## src/rtl/regfile_pkg.sv

```systemverilog
// rtl/regfile_pkg.sv - shared defaults and issue-request type for the register-file access controller
//
// Purpose: default register-file geometry and the issue-request bundle type
// shared by regfile_access_ctrl and rf_scoreboard.
// Ports: none (package).
// Configuration macro used by the importing design: RF_FWD_EN.
package regfile_pkg;

  localparam int RF_DATA_W   = 64;
  localparam int RF_NUM_REGS = 32;
  localparam int RF_IDX_W    = $clog2(RF_NUM_REGS);

  // Index fields are sized for up to 256 registers so the bundle type does
  // not depend on the instantiating module's IndexWidth.
  localparam int REQ_IDX_W = 8;

  typedef struct packed {
    logic [REQ_IDX_W-1:0] rs1;
    logic [REQ_IDX_W-1:0] rs2;
    logic [REQ_IDX_W-1:0] rd;
    logic                 rd_we;
  } iss_req_t;

endpackage

```

## src/rtl/rf_scoreboard.sv

```systemverilog
// rtl/rf_scoreboard.sv - per-register busy-bit scoreboard with set/clear and three query ports
//
// Purpose: one busy bit per architectural register. A set and a clear of the
// same register in one cycle leaves the bit set. Register 0 is never busy.
// Ports:
//   clk, rst               clock, asynchronous active-low reset
//   set_en, set_idx        mark register busy (issued producer)
//   clr_en, clr_idx        mark register free (writeback)
//   q_a/q_b/q_c_idx        query indices
//   q_a/q_b/q_c_busy       busy state of the queried registers
module rf_scoreboard
  import regfile_pkg::*;
#(
  parameter int NumRegs    = RF_NUM_REGS,
  parameter int IndexWidth = $clog2(NumRegs)
) (
  input  logic                  clk,
  input  logic                  rst,
  input  logic                  set_en,
  input  logic [IndexWidth-1:0] set_idx,
  input  logic                  clr_en,
  input  logic [IndexWidth-1:0] clr_idx,
  input  logic [IndexWidth-1:0] q_a_idx,
  input  logic [IndexWidth-1:0] q_b_idx,
  input  logic [IndexWidth-1:0] q_c_idx,
  output logic                  q_a_busy,
  output logic                  q_b_busy,
  output logic                  q_c_busy
);

  logic [NumRegs-1:0] r_busy;
  logic [NumRegs-1:0] w_busy_next;

  always_comb begin
    w_busy_next = r_busy;
    for (int i = 1; i < NumRegs; i++) begin
      if (set_en && set_idx == IndexWidth'(i)) begin
        w_busy_next[i] = 1'b1;
      end else if (clr_en && clr_idx == IndexWidth'(i)) begin
        w_busy_next[i] = 1'b0;
      end
    end
    w_busy_next[0] = 1'b0;
  end

  always_ff @(posedge clk or negedge rst) begin
    if (!rst) begin
      r_busy <= '0;
    end else begin
      r_busy <= w_busy_next;
    end
  end

  assign q_a_busy = r_busy[q_a_idx];
  assign q_b_busy = r_busy[q_b_idx];
  assign q_c_busy = r_busy[q_c_idx];

endmodule

```

## src/rtl/regfile_access_ctrl.sv

```systemverilog
// rtl/regfile_access_ctrl.sv - issue-stage register-file read, hazard stall and writeback control
//
// Purpose: reads two source operands for an issuing instruction, stalls on
// busy sources/destination or a full output stage, registers the operand
// bundle (latency 1, full throughput) and passes writebacks to the register
// file while clearing the scoreboard.
// Configuration: RF_FWD_EN defined -> same-cycle writeback forwarded to the
// issuing operands; undefined -> a matching writeback stalls one cycle.
// Ports:
//   clk, rst                         clock, asynchronous active-low reset
//   iss_valid/iss_ready, iss_rs1/rs2/rd, iss_rd_we   issue request
//   op_valid/op_ready, op_rs1_data/op_rs2_data, op_rd, op_rd_we   operand bundle
//   wb_valid, wb_addr, wb_data       writeback (always accepted)
//   rf_writeEn/Addr/Data             register-file write port
//   rf_readAddr1/2, rf_readData1/2   combinational register-file read ports
module regfile_access_ctrl
  import regfile_pkg::*;
#(
  parameter int DataWidth  = RF_DATA_W,
  parameter int NumRegs    = RF_NUM_REGS,
  parameter int IndexWidth = $clog2(NumRegs)
) (
  input  logic                  clk,
  input  logic                  rst,
  input  logic                  iss_valid,
  output logic                  iss_ready,
  input  logic [IndexWidth-1:0] iss_rs1,
  input  logic [IndexWidth-1:0] iss_rs2,
  input  logic [IndexWidth-1:0] iss_rd,
  input  logic                  iss_rd_we,
  output logic                  op_valid,
  input  logic                  op_ready,
  output logic [DataWidth-1:0]  op_rs1_data,
  output logic [DataWidth-1:0]  op_rs2_data,
  output logic [IndexWidth-1:0] op_rd,
  output logic                  op_rd_we,
  input  logic                  wb_valid,
  input  logic [IndexWidth-1:0] wb_addr,
  input  logic [DataWidth-1:0]  wb_data,
  output logic                  rf_writeEn,
  output logic [IndexWidth-1:0] rf_writeAddr,
  output logic [DataWidth-1:0]  rf_writeData,
  output logic [IndexWidth-1:0] rf_readAddr1,
  output logic [IndexWidth-1:0] rf_readAddr2,
  input  logic [DataWidth-1:0]  rf_readData1,
  input  logic [DataWidth-1:0]  rf_readData2
);

  iss_req_t              w_req;
  logic [IndexWidth-1:0] w_rs1, w_rs2, w_rd;
  logic                  w_rs1_busy, w_rs2_busy, w_rd_busy;
  logic                  w_wb_hit1, w_wb_hit2, w_wb_hit_rd;
  logic                  w_rs1_stall, w_rs2_stall, w_rd_stall;
  logic                  w_out_free, w_iss_fire;
  logic [DataWidth-1:0]  w_rs1_data, w_rs2_data;

  logic                  r_op_valid;
  logic [DataWidth-1:0]  r_op_rs1_data, r_op_rs2_data;
  logic [IndexWidth-1:0] r_op_rd;
  logic                  r_op_rd_we;

  assign w_req = '{rs1: REQ_IDX_W'(iss_rs1), rs2: REQ_IDX_W'(iss_rs2),
                   rd: REQ_IDX_W'(iss_rd), rd_we: iss_rd_we};
  assign w_rs1 = IndexWidth'(w_req.rs1);
  assign w_rs2 = IndexWidth'(w_req.rs2);
  assign w_rd  = IndexWidth'(w_req.rd);

  assign rf_readAddr1 = iss_rs1;
  assign rf_readAddr2 = iss_rs2;
  assign rf_writeEn   = wb_valid && (wb_addr != '0);
  assign rf_writeAddr = wb_addr;
  assign rf_writeData = wb_data;

  assign w_wb_hit1   = wb_valid && (wb_addr == w_rs1) && (w_rs1 != '0);
  assign w_wb_hit2   = wb_valid && (wb_addr == w_rs2) && (w_rs2 != '0);
  assign w_wb_hit_rd = wb_valid && (wb_addr == w_rd);

`ifdef RF_FWD_EN
  assign w_rs1_stall = w_rs1_busy && !w_wb_hit1;
  assign w_rs2_stall = w_rs2_busy && !w_wb_hit2;
`else
  // Without a bypass the register file still shows the old value this
  // cycle, so any matching writeback costs one cycle.
  assign w_rs1_stall = w_rs1_busy || w_wb_hit1;
  assign w_rs2_stall = w_rs2_busy || w_wb_hit2;
`endif

  // The destination's previous producer retiring this cycle frees it for a
  // new producer; the scoreboard's set priority keeps it marked busy.
  assign w_rd_stall = w_req.rd_we && w_rd_busy && !w_wb_hit_rd;

  assign w_out_free = !r_op_valid || op_ready;
  assign iss_ready  = w_out_free && !w_rs1_stall && !w_rs2_stall && !w_rd_stall;
  assign w_iss_fire = iss_valid && iss_ready;

  always_comb begin
    w_rs1_data = rf_readData1;
    w_rs2_data = rf_readData2;
`ifdef RF_FWD_EN
    if (w_wb_hit1) w_rs1_data = wb_data;
    if (w_wb_hit2) w_rs2_data = wb_data;
`endif
    if (w_rs1 == '0) w_rs1_data = '0;
    if (w_rs2 == '0) w_rs2_data = '0;
  end

  rf_scoreboard #(
    .NumRegs    (NumRegs),
    .IndexWidth (IndexWidth)
  ) u_scoreboard (
    .clk      (clk),
    .rst      (rst),
    .set_en   (w_iss_fire && w_req.rd_we && (w_rd != '0)),
    .set_idx  (w_rd),
    .clr_en   (wb_valid),
    .clr_idx  (wb_addr),
    .q_a_idx  (w_rs1),
    .q_b_idx  (w_rs2),
    .q_c_idx  (w_rd),
    .q_a_busy (w_rs1_busy),
    .q_b_busy (w_rs2_busy),
    .q_c_busy (w_rd_busy)
  );

  always_ff @(posedge clk or negedge rst) begin
    if (!rst) begin
      r_op_valid    <= 1'b0;
      r_op_rs1_data <= '0;
      r_op_rs2_data <= '0;
      r_op_rd       <= '0;
      r_op_rd_we    <= 1'b0;
    end else if (w_iss_fire) begin
      r_op_valid    <= 1'b1;
      r_op_rs1_data <= w_rs1_data;
      r_op_rs2_data <= w_rs2_data;
      r_op_rd       <= w_rd;
      r_op_rd_we    <= w_req.rd_we;
    end else if (op_ready) begin
      r_op_valid    <= 1'b0;
    end
  end

  assign op_valid    = r_op_valid;
  assign op_rs1_data = r_op_rs1_data;
  assign op_rs2_data = r_op_rs2_data;
  assign op_rd       = r_op_rd;
  assign op_rd_we    = r_op_rd_we;

endmodule

```

## config.mk

```make
export PLATFORM = sky130hd
export DESIGN_NAME = regfile_access_ctrl
export DESIGN_NICKNAME = d
export VERILOG_FILES = /design/src/rtl/regfile_pkg.sv /design/src/rtl/rf_scoreboard.sv /design/src/rtl/regfile_access_ctrl.sv
export SDC_FILE = /design/constraint.sdc
export NUM_CORES = 1
export LEC_CHECK = 0
export BUFFER_PORTS_ARGS = -buffer_cell sky130_fd_sc_hd__buf_2
export CELL_PAD_IN_SITES_DETAIL_PLACEMENT = 2
export CELL_PAD_IN_SITES_GLOBAL_PLACEMENT = 2
export CORE_ASPECT_RATIO = 0.6
export CORE_MARGIN = 2
export CORE_UTILIZATION = 28
export CTS_BUF_LIST = sky130_fd_sc_hd__clkbuf_2 sky130_fd_sc_hd__clkbuf_4 sky130_fd_sc_hd__clkbuf_8
export DETAILED_ROUTE_END_ITERATION = 10
export GPL_ROUTABILITY_DRIVEN = 0
export HOLD_SLACK_MARGIN = 0.03
export PLACE_DENSITY_LB_ADDON = 0.15
export SYNTH_ARGS = -nofsm -noshare
export SYNTH_HDL_FRONTEND = slang
export SYNTH_SLANG_ARGS = --single-unit
```

## constraint.sdc

```tcl
create_clock -name clk -period 4.25 [get_ports clk]
set_input_delay 0.425 -clock clk [delete_from_list [all_inputs] [get_ports clk]]
set_output_delay 0.425 -clock clk [all_outputs]
set_load 0.01 [all_outputs]
```

==> results of run 1 <==
==> report_power, final <==
group          internal (mW)  switching [mW]
combinational          0.587           0.939
clock                  0.455           0.585
sequential              1.99           0.259
==> sequential cells by signal (all words and copies together), names as in the netlist <==
register             flops
op_rd                    5
op_rd_we                 1
op_rs2_data             64
u_scoreboard.r_busy     31
op_valid                 1
op_rs1_data             64
==> per-layer routing <==
| layer | track usage | vias up |
|---|---|---|
| li1 | - | 3464 |
| met5 | 0.005952 | - |
| met1 | 0.3234 | 3851 |
| met2 | 0.3132 | 265 |
| met4 | 0.04580 | 0 |
| met3 | 0.07299 | 26 |
==> repair_timing <==
action | 4_1_cts | 5_1_grt
endpoints found under the hold margin | 57 | 0
resized for setup | 0 | 0
hold buffers | 1 | 0
==> path summary, 6_finish.rpt <==
kind,from,to,slack [ns],depth (start not counted)
hold reg to reg,op_rs1_data[54],op_rs1_data[54],0.51,2
hold / removal,rf_readData2[33],op_rs2_data[33],0.18,3
setup / recovery,u_scoreboard.r_busy[19],op_rs2_data[50],1.09,9
max in group asynchronous,rst,op_rs1_data[30],2.80,3
min in group asynchronous,rst,op_rs2_data[55],0.49,2
setup reg to reg,u_scoreboard.r_busy[19],op_rs2_data[50],1.09,9
==> cell type report <==
| cell class | count | area [sq um] |
|---|---|---|
| multi-input combinational | 587 | 3420 |
| inverter | 2 | 7.507 |
| tap | 408 | 510.5 |
| clock buffer | 26 | 301.5 |
| clock inverter | 5 | 27.53 |
| sequential | 166 | 4154 |
| fill | 3393 | 19880 |
| antenna | 2 | 5.005 |
| timing repair buffer | 318 | 1670 |
==> critical path: cells and delay by family (launching register included) <==
kind	cells	cell delay (ns)
flip-flops	1	0.51
buffers and inverters	2	1.17
multiplexers	2	0.36
AO/OA/AOI/OAI	4	0.84
AND/OR/NAND/NOR	1	0.13
==> layout by cell type, fill, tap and decap left out, types with 6 or more instances in the layout <==
master	netlist	layout
o21ai_0	282	282
nand3_1	12	12
o21ai_1	9	9
buf_2	16	304
buf_4	80	9
mux2i_1	6	6
clkbuf_8	0	17
xor2_1	12	12
nand2b_1	7	7
mux4_2	18	18
nor2b_1	10	10
dfrtp_1	166	166
nand2_1	144	142
o31ai_1	29	29
mux2_2	10	10
clkbuf_4	0	9
==> logic make-up (layout without fill, tap and decap cells) <==
family / count (synthesis) / in the layout / share of synthesized area
DFF: 166 / 166 / 0.4874
other: 0 / 2 / 0
muxes: 34 / 34 / 0.06782
AOI/OAI and AO/OA: 338 / 338 / 0.2137
and+or+nand+nor: 200 / 200 / 0.1026
buffers and inverters: 163 / 351 / 0.1130
xor gates and xnor gates: 15 / 15 / 0.01541
==> run_results.csv, run 1 <==
group,metric,value,unit
status,outcome,"finished clean",
synthesis,synth_top_area_frac,0.4874,
place,portBuffers,305,
synthesis,yosys.cell_count.top_type,"o21ai_0",
floorplanning,io_pins,434,
setup_path,cp_data_arrival_time,3.55,ns
place,placement.cell_area,9752,sq um
floorplanning,core,29980,sq um
detailed_routing,met2WireLength,14890,um
floorplanning,dieArea,31900,sq um
setup_path,crit_path_top_delay_cell,"buf_4",
setup_path,critPathRequiredTime,4.64,ns
timing,relSlewSlack,0.3619,
cts,path_clk_slew,0.09,ns
synthesis,synth_area_leaders,"dfrtp_1, o21ai_0, buf_4",
setup_path,critPathLaunchType,"flop",
synthesis,synth_largest_area_cell,"dfrtp_1",
timing,fin_hold_ws,0.1794,ns
timing,finalHoldViolCount,0,
synthesis,syn_avg_cell_area,9.305,sq um
detailed_routing,drtAntennaViolNets,0,
pwr,total_power,4.816,mW
finish,area_growth,18.45,%
timing,period_share,0.7447,
place,dpl_worst_slack,0.6820,ns
timing,worst_slew_pin_slew,0.9571,ns
timing,fin_worst_skew,0.01339,ns
timing,fmax,316.0,MHz
finish,final_nets,1310,
detailed_routing,drtPass1Iterations,4,
worst_hold_path,hp-class,"primary input to flop",
cts,cts_buffer_depth,2,
detailed_routing,wl_per_cell,23.12,um
cts,h-tree-depth,4,
detailed_routing,vias_per_cell,5.024,
synthesis,synth_nets,1134,
grt,grt_start_max_net_pins,97,
detailed_routing,drc,0,
place,dp_cells,1480,
grt,grt_use_total,0.2205,
detailed_routing,routed_wl,35000,um
finish,post-route-util,0.3368,
pwr,p_per_area,477.1,nW/um^2
pwr,ir_drop,0.1676,mV
floorplanning,fp.dieH,139.1,um
pwr,leakagePower,4.931,nW
floorplanning,dieWidth,229.2,um
floorplanning,rows,49,
setup_path,crit_chain,"mux4_2 > mux2i_1 > o2111ai_1 > o211ai_1 > nand4_1 > buf_4 > buf_4 > o21ai_0 > o21ai_0",
synthesis,syn-cell-area,8523,sq um
cts,root_buffer,"clkbuf_8",
grt,grt_pass1_vias,8036,
timing,worst_slack,1.085,ns
cts,clkSinkCount,166,
cts,cts_tree,"built",
timing,post-route-min-period,3.165,ns
synthesis,ys_async_sr_fraction,1.000,
detailed_routing,vias,7606,
synthesis,synth_edf_count,0,
detailed_routing,routed.top_layer,"met4",
timing,rsz0062_at_grt,"no",
timing,finalSetupTns,0,ns
grt,gr-total-overflow,0,
detailed_routing,drt-initial-drc-count,456,
synthesis,synth_common_cells,"o21ai_0, dfrtp_1, nand2_1",
synthesis,ys_warn_count,0,
synthesis,syn-instance-count,916,
cts,cts_inserted_buffers,17,
floorplanning,initial_core_util,0.2843,
synthesis,ys_ff_latch,166,
setup_path,endpoint_kind,"flop",
synthesis,ys_seq_area_frac,0.4874,
setup_path,cpPeakStageDelay,0.80,ns
detailed_routing,wl_met1,16500,um
finish,finalInstanceArea,10100,sq um
grt,grt_pass1_wl,53520,um
place,dp_hpwl,25160,um
finish,drive_gt1_frac,0.3478,
timing,drv_slew,0,
setup_path,crit_type,"flop to flop",
setup_path,cp_max_fo,96,
job,cap_violations,0,
finish,layout.cells.non_filler,1514,
detailed_routing,met3_length,3291,um
cts,post_cts_buffers,0,
grt,grt_antenna_before_repair,1,
synthesis,synthDistinctLibCells,44,
cts,clk_latency,0.47,ns
synthesis,synth-main-ff-cell,"dfrtp_1",
timing,setup_viol,0,
Note: power is estimated with default switching activity, not from simulation.
==> inputs of run 2 (changes only) <==
--- a/config.mk
+++ b/config.mk
@@ -10,7 +10,7 @@
 export CELL_PAD_IN_SITES_GLOBAL_PLACEMENT = 2
 export CORE_ASPECT_RATIO = 0.6
 export CORE_MARGIN = 2
-export CORE_UTILIZATION = 28
+export CORE_UTILIZATION = 24
 export CTS_BUF_LIST = sky130_fd_sc_hd__clkbuf_2 sky130_fd_sc_hd__clkbuf_4 sky130_fd_sc_hd__clkbuf_8
 export DETAILED_ROUTE_END_ITERATION = 10
 export GPL_ROUTABILITY_DRIVEN = 0
==> constraint.sdc (replaced) <==
create_clock -name clk -period 2.9 [get_ports clk]
set_input_delay 0.29 -clock clk [delete_from_list [all_inputs] [get_ports clk]]
set_output_delay 0.29 -clock clk [all_outputs]
set_load 0.01 [all_outputs]
==> run 2 against run 1 <==
  * Sequential share of layout area decreased by 6.1 points
  * Critical path depth decreased by 3
  * First-iteration DRC count decreased by 18%
  * Hold slack got worse by 0.097 ns
  * Clock-buffer cell count decreased by 8
  * Wire length increased by 9.6%
  * Via count increased by 8.9%
  * Critical path type is now flop to primary output
  * Critical endpoint is now iss_ready
  * Largest cell class unchanged
==> run_results.csv, run 2 (same netlist as run 1, synthesis figures left out) <==
group,metric,value,unit
finish,fill_cells,3944,
pwr,ir_drop,0.3225,mV
detailed_routing,drc,0,
setup_path,endpoint_kind,"primary output",
timing,fmax,351.0,MHz
detailed_routing,routed_wl,38370,um
finish,post-route-util,0.3391,
cts,cts_inserted_buffers,17,
setup_path,r2r.worst_path.cells,10,
job,cap_violations,0,
worst_hold_path,hp-class,"primary input to flop",
cts,cts_buffer_depth,2,
worst_hold_path,hold_depth,3,
setup_path,crit_start,"u_scoreboard.r_busy[23]",
floorplanning,core,35010,sq um
finish,drive_gt1_frac,0.3412,
detailed_routing,vias,8283,
grt,grt_util_met1,0.2920,
setup_path,cp_data_arrival_time,2.56,ns
floorplanning,initial_core_util,0.2434,
grt,gr-total-overflow,0,
setup_path,crit_type,"flop to primary output",
cts,cts_tree,"built",
pwr,total_power,7.639,mW
finish,area_growth,39.28,%
timing,finalHoldViolCount,0,
finish,final_nets,1471,
grt,grt_antenna_before_repair,1,
setup_path,cp_max_fo,3,
detailed_routing,vias_per_cell,4.780,
timing,rsz0062_at_grt,"yes",
timing,worst_slew_pin_slew,0.8110,ns
cts,clk_latency,0.49,ns
floorplanning,dieWidth,247.3,um
grt,grtUsageMet3,0.06851,
setup_path,reg2reg_from,"u_scoreboard.r_busy[4]",
setup_path,critPathLaunchType,"flop",
pwr,leakagePower,5.691,nW
cts,clkSinkCount,166,
timing,setup_viol,0,
detailed_routing,drtPass1Iterations,4,
grt,top_usage_layer,"met2",
timing,fin_worst_skew,0.02128,ns
worst_hold_path,worstHoldStart,"rf_readData2[62]",
timing,post-route-min-period,2.849,ns
grt,grt_start_max_net_pins,121,
status,outcome,"finished clean",
floorplanning,rows,53,
timing,period_share,0.9823,
detailed_routing,drt-initial-drc-count,375,
floorplanning,io_pins,434,
grt,grt_pass1_wl,57570,um
finish,final_common_cell,"buf_2",
timing,relSlewSlack,0.4593,
pwr,p_per_area,643.5,nW/um^2
timing,finalSetupTns,0,ns
detailed_routing,wl_per_cell,22.14,um
detailed_routing,drtAntennaViolNets,0,
grt,grt_use_total,0.2068,
place,placement.cell_area,10160,sq um
cts,h-tree-depth,4,
place,portBuffers,305,
cts,path_clk_slew,0.09,ns
place,dp_hpwl,26920,um
setup_path,critPathRequiredTime,2.61,ns
floorplanning,fp.dieH,150.0,um
grt,use_met2,0.3034,
floorplanning,dieArea,37090,sq um
finish,antenna_cells,0,
grt,grt_pass1_vias,9091,
finish,final_cell_mix,"buf_2, o21ai_0, dfrtp_1",
timing,drv_slew,0,
cts,root_buffer,"clkbuf_8",
finish,finalInstanceArea,11870,sq um
[run 2: timing repair]
item | in CTS | in global routing
hold endpoints to repair | 159 | 0
gates resized for setup | 6 | 10
pin swaps | 1 | 2
buffers inserted | 3 | 1
hold buffers | 123 | 0
cloned | 0 | 0
endpoints found under the setup margin | 1 | 20
[run 2: where the power goes]
part           internal (mW)  total [mW]  switching, mW  leakage, nW
clock network          0.799        1.81           1.01        0.201
registers               2.92        3.29          0.372         2.09
logic                   1.07        2.54           1.47         3.40
total                   4.79        7.64           2.85         5.69
[run 2: worst max-delay path, cell delays in order, from the launching register on]
cell and delay (ns):
dfrtp_2 0.45, buf_4 0.16, mux4_2 0.45, mux2_2 0.28, a311oi_2 0.39, nor2b_4 0.24
buf_6 0.12
[run 2: layer usage]
| layer | up-vias | wire (um) | part of all wire |
|---|---|---|---|
| met5 | - | 13 | 0.00034 |
| met4 | 2 | 617 | 0.016 |
| met3 | 34 | 2678 | 0.070 |
| met2 | 255 | 16780 | 0.44 |
| met1 | 4192 | 18280 | 0.48 |
| li1 | 3800 | - | - |
[run 2: final cells by class]
| cell class | count | area [sq um] | share of cell area |
|---|---|---|---|
| tap | 467 | 584.3 | 0.04922 |
| multi-input combinational | 587 | 3445 | 0.2902 |
| clock inverter | 14 | 165.2 | 0.01391 |
| clock buffer | 18 | 241.5 | 0.02034 |
| inverter | 2 | 7.507 | 0.0006324 |
| timing repair buffer | 479 | 3269 | 0.2754 |
| sequential | 166 | 4159 | 0.3503 |
[run 2: metrics by stage]
step / worst slack [ns] / hold WS, ns / cells
2_1_floorplan: 0.4696 / -0.005591 / 916
3_3_place_gp: 0.009769 / 0.2499 / 1574
3_5_place_dp: 0.004944 / 0.2504 / 1574
4_1_cts: 0.009596 / 0.03398 / 1732
5_1_grt: -0.09920 / 0.05593 / 1733
6_report: 0.05120 / 0.08214 / 1733
[run 2: worst paths after layout]
kind                            slack, ns         endpoint
worst min register to register       0.51  op_rs1_data[51]
max in group asynchronous            1.86  op_rs2_data[23]
worst max register to register       0.14         op_rd[2]
worst max-delay path                 0.05        iss_ready
worst min-delay path                 0.08  op_rs2_data[62]
min in group asynchronous            0.29   op_rs1_data[9]
